===== src/rtl/wb_cmd_master_pkg.sv =====
// Shared types and constants for the Wishbone command master.
package wb_cmd_master_pkg;
  typedef enum logic [1:0] {IDLE = 2'd0, REQ = 2'd1, RSP = 2'd2} state_e;

  localparam logic [31:0] WB_DEBUG_BASE      = 32'h300F_FFF8;
  localparam int unsigned TIMEOUT_CYCLES_DEF = 255;
endpackage


===== src/rtl/wb_cmd_timeout.sv =====
// Saturating REQ-cycle counter; expired_o flags the last allowed wait cycle.
module wb_cmd_timeout
  import wb_cmd_master_pkg::*;
#(
  parameter int unsigned MAX_CYCLES = TIMEOUT_CYCLES_DEF
) (
  input  logic clk,
  input  logic rst,
  input  logic clr_i,
  input  logic en_i,
  output logic expired_o
);
  localparam int CW = $clog2(MAX_CYCLES + 1);
  localparam logic [CW-1:0] MAX_C = CW'(MAX_CYCLES);

  logic [CW-1:0] cnt_q, cnt_d;

  always_comb begin
    cnt_d = cnt_q;
    if (clr_i)                        cnt_d = '0;
    else if (en_i && cnt_q != MAX_C)  cnt_d = cnt_q + 1'b1;
  end

  always_ff @(posedge clk) begin
    if (rst) cnt_q <= '0;
    else     cnt_q <= cnt_d;
  end

  // Fires while the count is about to reach MAX, so REQ lasts exactly MAX cycles.
  assign expired_o = en_i && (cnt_q >= MAX_C - 1'b1);
endmodule


===== src/rtl/wb_cmd_master.sv =====
// Single-outstanding Wishbone classic initiator driven by a valid/ready command port.
// Optional ack timeout enabled by defining WB_CMD_MASTER_TIMEOUT_EN.
module wb_cmd_master
  import wb_cmd_master_pkg::*;
#(
  parameter int unsigned TIMEOUT_CYCLES = TIMEOUT_CYCLES_DEF,
  parameter logic [31:0] DEF_RDATA      = 32'h0000_0000
) (
  input  logic        wb_clk_i,
  input  logic        wb_rst_i,
  input  logic        cmd_valid_i,
  output logic        cmd_ready_o,
  input  logic        cmd_we_i,
  input  logic [3:0]  cmd_sel_i,
  input  logic [31:0] cmd_adr_i,
  input  logic [31:0] cmd_dat_i,
  output logic        rsp_valid_o,
  input  logic        rsp_ready_i,
  output logic [31:0] rsp_dat_o,
  output logic        rsp_err_o,
  output logic        wbm_cyc_o,
  output logic        wbm_stb_o,
  output logic        wbm_we_o,
  output logic [3:0]  wbm_sel_o,
  output logic [31:0] wbm_adr_o,
  output logic [31:0] wbm_dat_o,
  input  logic        wbm_ack_i,
  input  logic [31:0] wbm_dat_i,
  output logic        busy_o
);
  state_e      state_q, state_d;
  logic        cmd_ready_q, cmd_ready_d;
  logic        cyc_q, cyc_d;
  logic        we_q, we_d;
  logic [3:0]  sel_q, sel_d;
  logic [31:0] adr_q, adr_d;
  logic [31:0] dat_q, dat_d;
  logic        rsp_valid_q, rsp_valid_d;
  logic [31:0] rsp_dat_q, rsp_dat_d;
  logic        busy_q, busy_d;
  logic        timeout_hit;

`ifdef WB_CMD_MASTER_TIMEOUT_EN
  logic rsp_err_q, rsp_err_d;

  wb_cmd_timeout #(.MAX_CYCLES(TIMEOUT_CYCLES)) u_timeout (
    .clk       (wb_clk_i),
    .rst       (wb_rst_i),
    .clr_i     (state_q == IDLE && cmd_valid_i),
    .en_i      (state_q == REQ && !wbm_ack_i),
    .expired_o (timeout_hit)
  );
  assign rsp_err_o = rsp_err_q;
`else
  assign timeout_hit = 1'b0;
  assign rsp_err_o   = 1'b0;
`endif

  always_comb begin
    state_d     = state_q;
    cmd_ready_d = cmd_ready_q;
    cyc_d       = cyc_q;
    we_d        = we_q;
    sel_d       = sel_q;
    adr_d       = adr_q;
    dat_d       = dat_q;
    rsp_valid_d = rsp_valid_q;
    rsp_dat_d   = rsp_dat_q;
    busy_d      = busy_q;
`ifdef WB_CMD_MASTER_TIMEOUT_EN
    rsp_err_d   = rsp_err_q;
`endif
    case (state_q)
      IDLE: if (cmd_valid_i) begin
        state_d     = REQ;
        cmd_ready_d = 1'b0;
        cyc_d       = 1'b1;
        busy_d      = 1'b1;
        we_d        = cmd_we_i;
        sel_d       = cmd_sel_i;
        adr_d       = cmd_adr_i;
        dat_d       = cmd_dat_i;
      end
      // Ack takes priority over a simultaneous timeout.
      REQ: if (wbm_ack_i || timeout_hit) begin
        state_d     = RSP;
        cyc_d       = 1'b0;
        rsp_valid_d = 1'b1;
        rsp_dat_d   = we_q ? 32'h0 : (wbm_ack_i ? wbm_dat_i : DEF_RDATA);
`ifdef WB_CMD_MASTER_TIMEOUT_EN
        rsp_err_d   = !wbm_ack_i;
`endif
      end
      RSP: if (rsp_ready_i) begin
        state_d     = IDLE;
        rsp_valid_d = 1'b0;
        cmd_ready_d = 1'b1;
        busy_d      = 1'b0;
      end
      default: begin
        state_d     = IDLE;
        cmd_ready_d = 1'b1;
        cyc_d       = 1'b0;
        rsp_valid_d = 1'b0;
        busy_d      = 1'b0;
      end
    endcase
  end

  always_ff @(posedge wb_clk_i) begin
    if (wb_rst_i) begin
      state_q     <= IDLE;
      cmd_ready_q <= 1'b1;
      cyc_q       <= 1'b0;
      we_q        <= 1'b0;
      sel_q       <= '0;
      adr_q       <= '0;
      dat_q       <= '0;
      rsp_valid_q <= 1'b0;
      rsp_dat_q   <= '0;
      busy_q      <= 1'b0;
`ifdef WB_CMD_MASTER_TIMEOUT_EN
      rsp_err_q   <= 1'b0;
`endif
    end else begin
      state_q     <= state_d;
      cmd_ready_q <= cmd_ready_d;
      cyc_q       <= cyc_d;
      we_q        <= we_d;
      sel_q       <= sel_d;
      adr_q       <= adr_d;
      dat_q       <= dat_d;
      rsp_valid_q <= rsp_valid_d;
      rsp_dat_q   <= rsp_dat_d;
      busy_q      <= busy_d;
`ifdef WB_CMD_MASTER_TIMEOUT_EN
      rsp_err_q   <= rsp_err_d;
`endif
    end
  end

  assign cmd_ready_o = cmd_ready_q;
  assign wbm_cyc_o   = cyc_q;
  assign wbm_stb_o   = cyc_q;
  assign wbm_we_o    = we_q;
  assign wbm_sel_o   = sel_q;
  assign wbm_adr_o   = adr_q;
  assign wbm_dat_o   = dat_q;
  assign rsp_valid_o = rsp_valid_q;
  assign rsp_dat_o   = rsp_dat_q;
  assign busy_o      = busy_q;
endmodule


===== config.mk =====
export PLATFORM = sky130hd
export DESIGN_NAME = wb_cmd_master
export DESIGN_NICKNAME = d
export VERILOG_FILES = /design/src/rtl/wb_cmd_master_pkg.sv /design/src/rtl/wb_cmd_timeout.sv /design/src/rtl/wb_cmd_master.sv
export SDC_FILE = /design/constraint.sdc
export NUM_CORES = 1
export LEC_CHECK = 0
export BUFFER_PORTS_ARGS = -buffer_cell sky130_fd_sc_hd__buf_2
export CAP_MARGIN = 30
export CORE_AREA = 2 2 106 98
export DETAILED_ROUTE_END_ITERATION = 10
export DIE_AREA = 0 0 108 100
export PLACE_DENSITY = 0.83
export SYNTH_ARGS = -nofsm -noshare
export SYNTH_HDL_FRONTEND = slang
export SYNTH_HIERARCHICAL = 1
export SYNTH_SLANG_ARGS = --single-unit

===== constraint.sdc =====
create_clock -name wb_clk_i -period 4 [get_ports wb_clk_i]
set_clock_uncertainty 0.05 [all_clocks]
set_input_delay 1 -clock wb_clk_i [delete_from_list [all_inputs] [get_ports wb_clk_i]]
set_output_delay 1 -clock wb_clk_i [all_outputs]
set_load 0.02 [all_outputs]

==> metrics.yaml <==
status: "finished clean"
seqPwrFrac: 0.512
fp.dieW_um: 108
post-route-drc-count: 0
wirelength_um: 10630
drv_cap: 0
ioPinCount: 213
grt_max_degree: 109
h-tree-depth: 3
grt_pass1_vias: 3625
fp.dieH_um: 100
synthCells: 469
gr-total-overflow: 0
drt_iter0_drc: 126
drive_above_1_share: 0.3710
combPwrFrac: 0.191
p_leak_nw: 2.867
clk_latency_ns: 0.36
crit_path_end_kind: "output port"
placedCellCount: 775
cts_tree: "yes"
clkSinkCount: 107
layout_commonest_cell: "buf_2"
clock_power_share: 0.297
synthesis.nets: 575
post-cts-setup-buffers: 0
required_ns: 2.95
final_cell_mix: "buf_2, nand2b_1, dfxtp_1"
p_switching_w: 0.0006390
hold_buffers: 0
path_class: "reg2out"
setup_violations: 0
hpwl_um: 7737
p_int_w: 0.001649
synth-seq-area-share: 0.4406
max_slew_margin: 0.4503
area_delta_synth_final_pct: 26.69
start_kind: "register"
grt_first_pass_wirelength_um: 16600
cp.arrival_ns: 1.18
antenna_found_initial: 0
vias: 3793
numPortBuffers: 211
ys_types: 21
cts_max_path_buffers: 2
ir_worst_vdd_mv: 0.2226
postRouteAntennaNets: 0
num_antenna_cells: 0
wl_per_cell_um: 13.42
hold_viol: 0
power_density_nw_per_um2: 371.5
gp_congestion: 0.7699
hp-class: "reg2reg"
max_freq_mhz: 448.1
start_util: 0.4935
syn_area_um2: 4862
sw_frac_of_total: 0.2793
yosys_register_bits: 107
cp_slowest_cell: "dfxtp_1"
clkTransAtPathRegs_ns: 0.10
fin_cells: 792
syn_area_per_cell_um2: 10.37
cpPeakStageDelay_ns: 0.32
path_max_fanout: 34
ctsResizeCount: 0
cts_root_buffer: "clkbuf_8"
core-area_um2: 9853
cts-buffers-inserted: 9
viasPerCell: 4.789
period_minus_slack_ns: 2.232
fin_crit_sh: 0.5579
num_rows: 35
fill_cells: 874
drt_first_pass_iters: 4
die_area_um2: 10800
fin_setup_tns_ns: 0
grt_util_all_layers: 0.1893
rsz0062_at_grt: "no"
yosysWarningCount: 6
worstPathCellList: "buf_4 -> buf_2"
fin_nets: 764
worst_slew_pin_slew_ns: 0.8237
drv_slew: 0
## logic make-up (layout without fill, tap and decap cells)
family | Yosys count | after routing | synth area share
multiplexers | 101 | 101 | 0.2079
other | 1 | 1 | 0.0007713
flip-flops | 107 | 107 | 0.4406
buffers and inverters | 40 | 234 | 0.04735
AO/OA/AOI/OAI | 8 | 8 | 0.01081
AND/OR/NAND/NOR | 212 | 212 | 0.2926
## area by class of cell
class	count	area, µm²	area share
Multi-Input combinational cell	322	2497	0.4054
Timing Repair Buffer	218	1149	0.1865
Clock buffer	10	137.6	0.02234
Sequential cell	107	2142	0.3478
Tap cell	129	161.4	0.02620
Clock inverter	6	72.57	0.01178
## registers in the layout, indices dropped and copies added, names as in the netlist
register     cells
wbm_sel_o        4
wbm_dat_o       32
busy_o           1
wbm_cyc_o        1
wbm_we_o         1
rsp_valid_o      1
cmd_ready_o      1
rsp_dat_o       32
wbm_adr_o       32
state_q          2
## power by group through the flow
stage | Sequential, W | Clock (W) | Combinational (W)
2_1_floorplan | 0.00128 | 0 | 0.000210
3_3_place_gp | 0.00119 | 0 | 0.000426
3_5_place_dp | 0.00120 | 0 | 0.000438
4_1_cts | 0.00117 | 0.000706 | 0.000439
5_1_grt | 0.00118 | 0.000747 | 0.000473
6_report | 0.00117 | 0.000680 | 0.000436
## metrics by stage
stage | util | total power (W) | area, µm² | setup slack (ns) | hold WS (ns)
after detailed placement | 0.6018 | 0.001634 | 5929 | 1.426 | 0.4083
after floorplan | - | 0.001488 | 4862 | 2.088 | 0.4623
after global placement | 0.6018 | 0.001619 | 5929 | 1.514 | 0.4051
after CTS | 0.6231 | 0.002318 | 6140 | 1.747 | 0.4297
final | 0.6251 | 0.002288 | 6160 | 1.768 | 0.4248
after global routing | 0.6251 | 0.002400 | 6160 | 1.676 | 0.4427
## Yosys cell counts
master,n,area [µm²]
buf_8,1,15.01
o21a_1,2,15.01
clkbuf_1,25,93.84
or3b_1,23,201.4
dfxtp_1,107,2142
nand3b_1,1,7.510
a211oi_1,1,7.510
buf_4,8,60.06
and3b_1,1,8.760
buf_2,1,5.000
or3b_2,10,87.58
nor3b_2,1,12.51
mux2i_1,101,1011
o31a_1,1,8.760
o22ai_1,1,6.260
buf_6,5,56.30
conb_1,1,3.750
nand2b_1,175,1095
a21oi_1,1,5.000
o21ai_0,2,10.01
or4b_1,1,10.01
## worst paths after layout
path	startpoint	end	slack, ns	cells past startpoint
max	wbm_we_o$_SDFFE_PP0P_	wbm_we_o	1.77	2
min	wbm_adr_o[29]$_SDFFE_PP0P_	wbm_adr_o[29]$_SDFFE_PP0P_	0.42	2
max reg2reg	state_q[1]$_SDFFE_PP0P_	wbm_dat_o[26]$_SDFFE_PP0P_	2.16	3
min reg2reg	wbm_adr_o[29]$_SDFFE_PP0P_	wbm_adr_o[29]$_SDFFE_PP0P_	0.42	2
## worst max-delay path: cells and delay by family (launching register included)
family | cells | cell delay [ns]
DFF | 1 | 0.32
buffers and inverters | 2 | 0.50
## layer usage
layer / vias to the layer above / part of all wire / track usage
li1: 1920 / - / -
met2: 119 / 0.49 / 0.3241
met1: 1732 / 0.42 / 0.2270
met3: 22 / 0.064 / 0.04870
met5: - / 0 / 0
met4: 0 / 0.026 / 0.07594
Note: power is estimated with default switching activity, not from simulation.
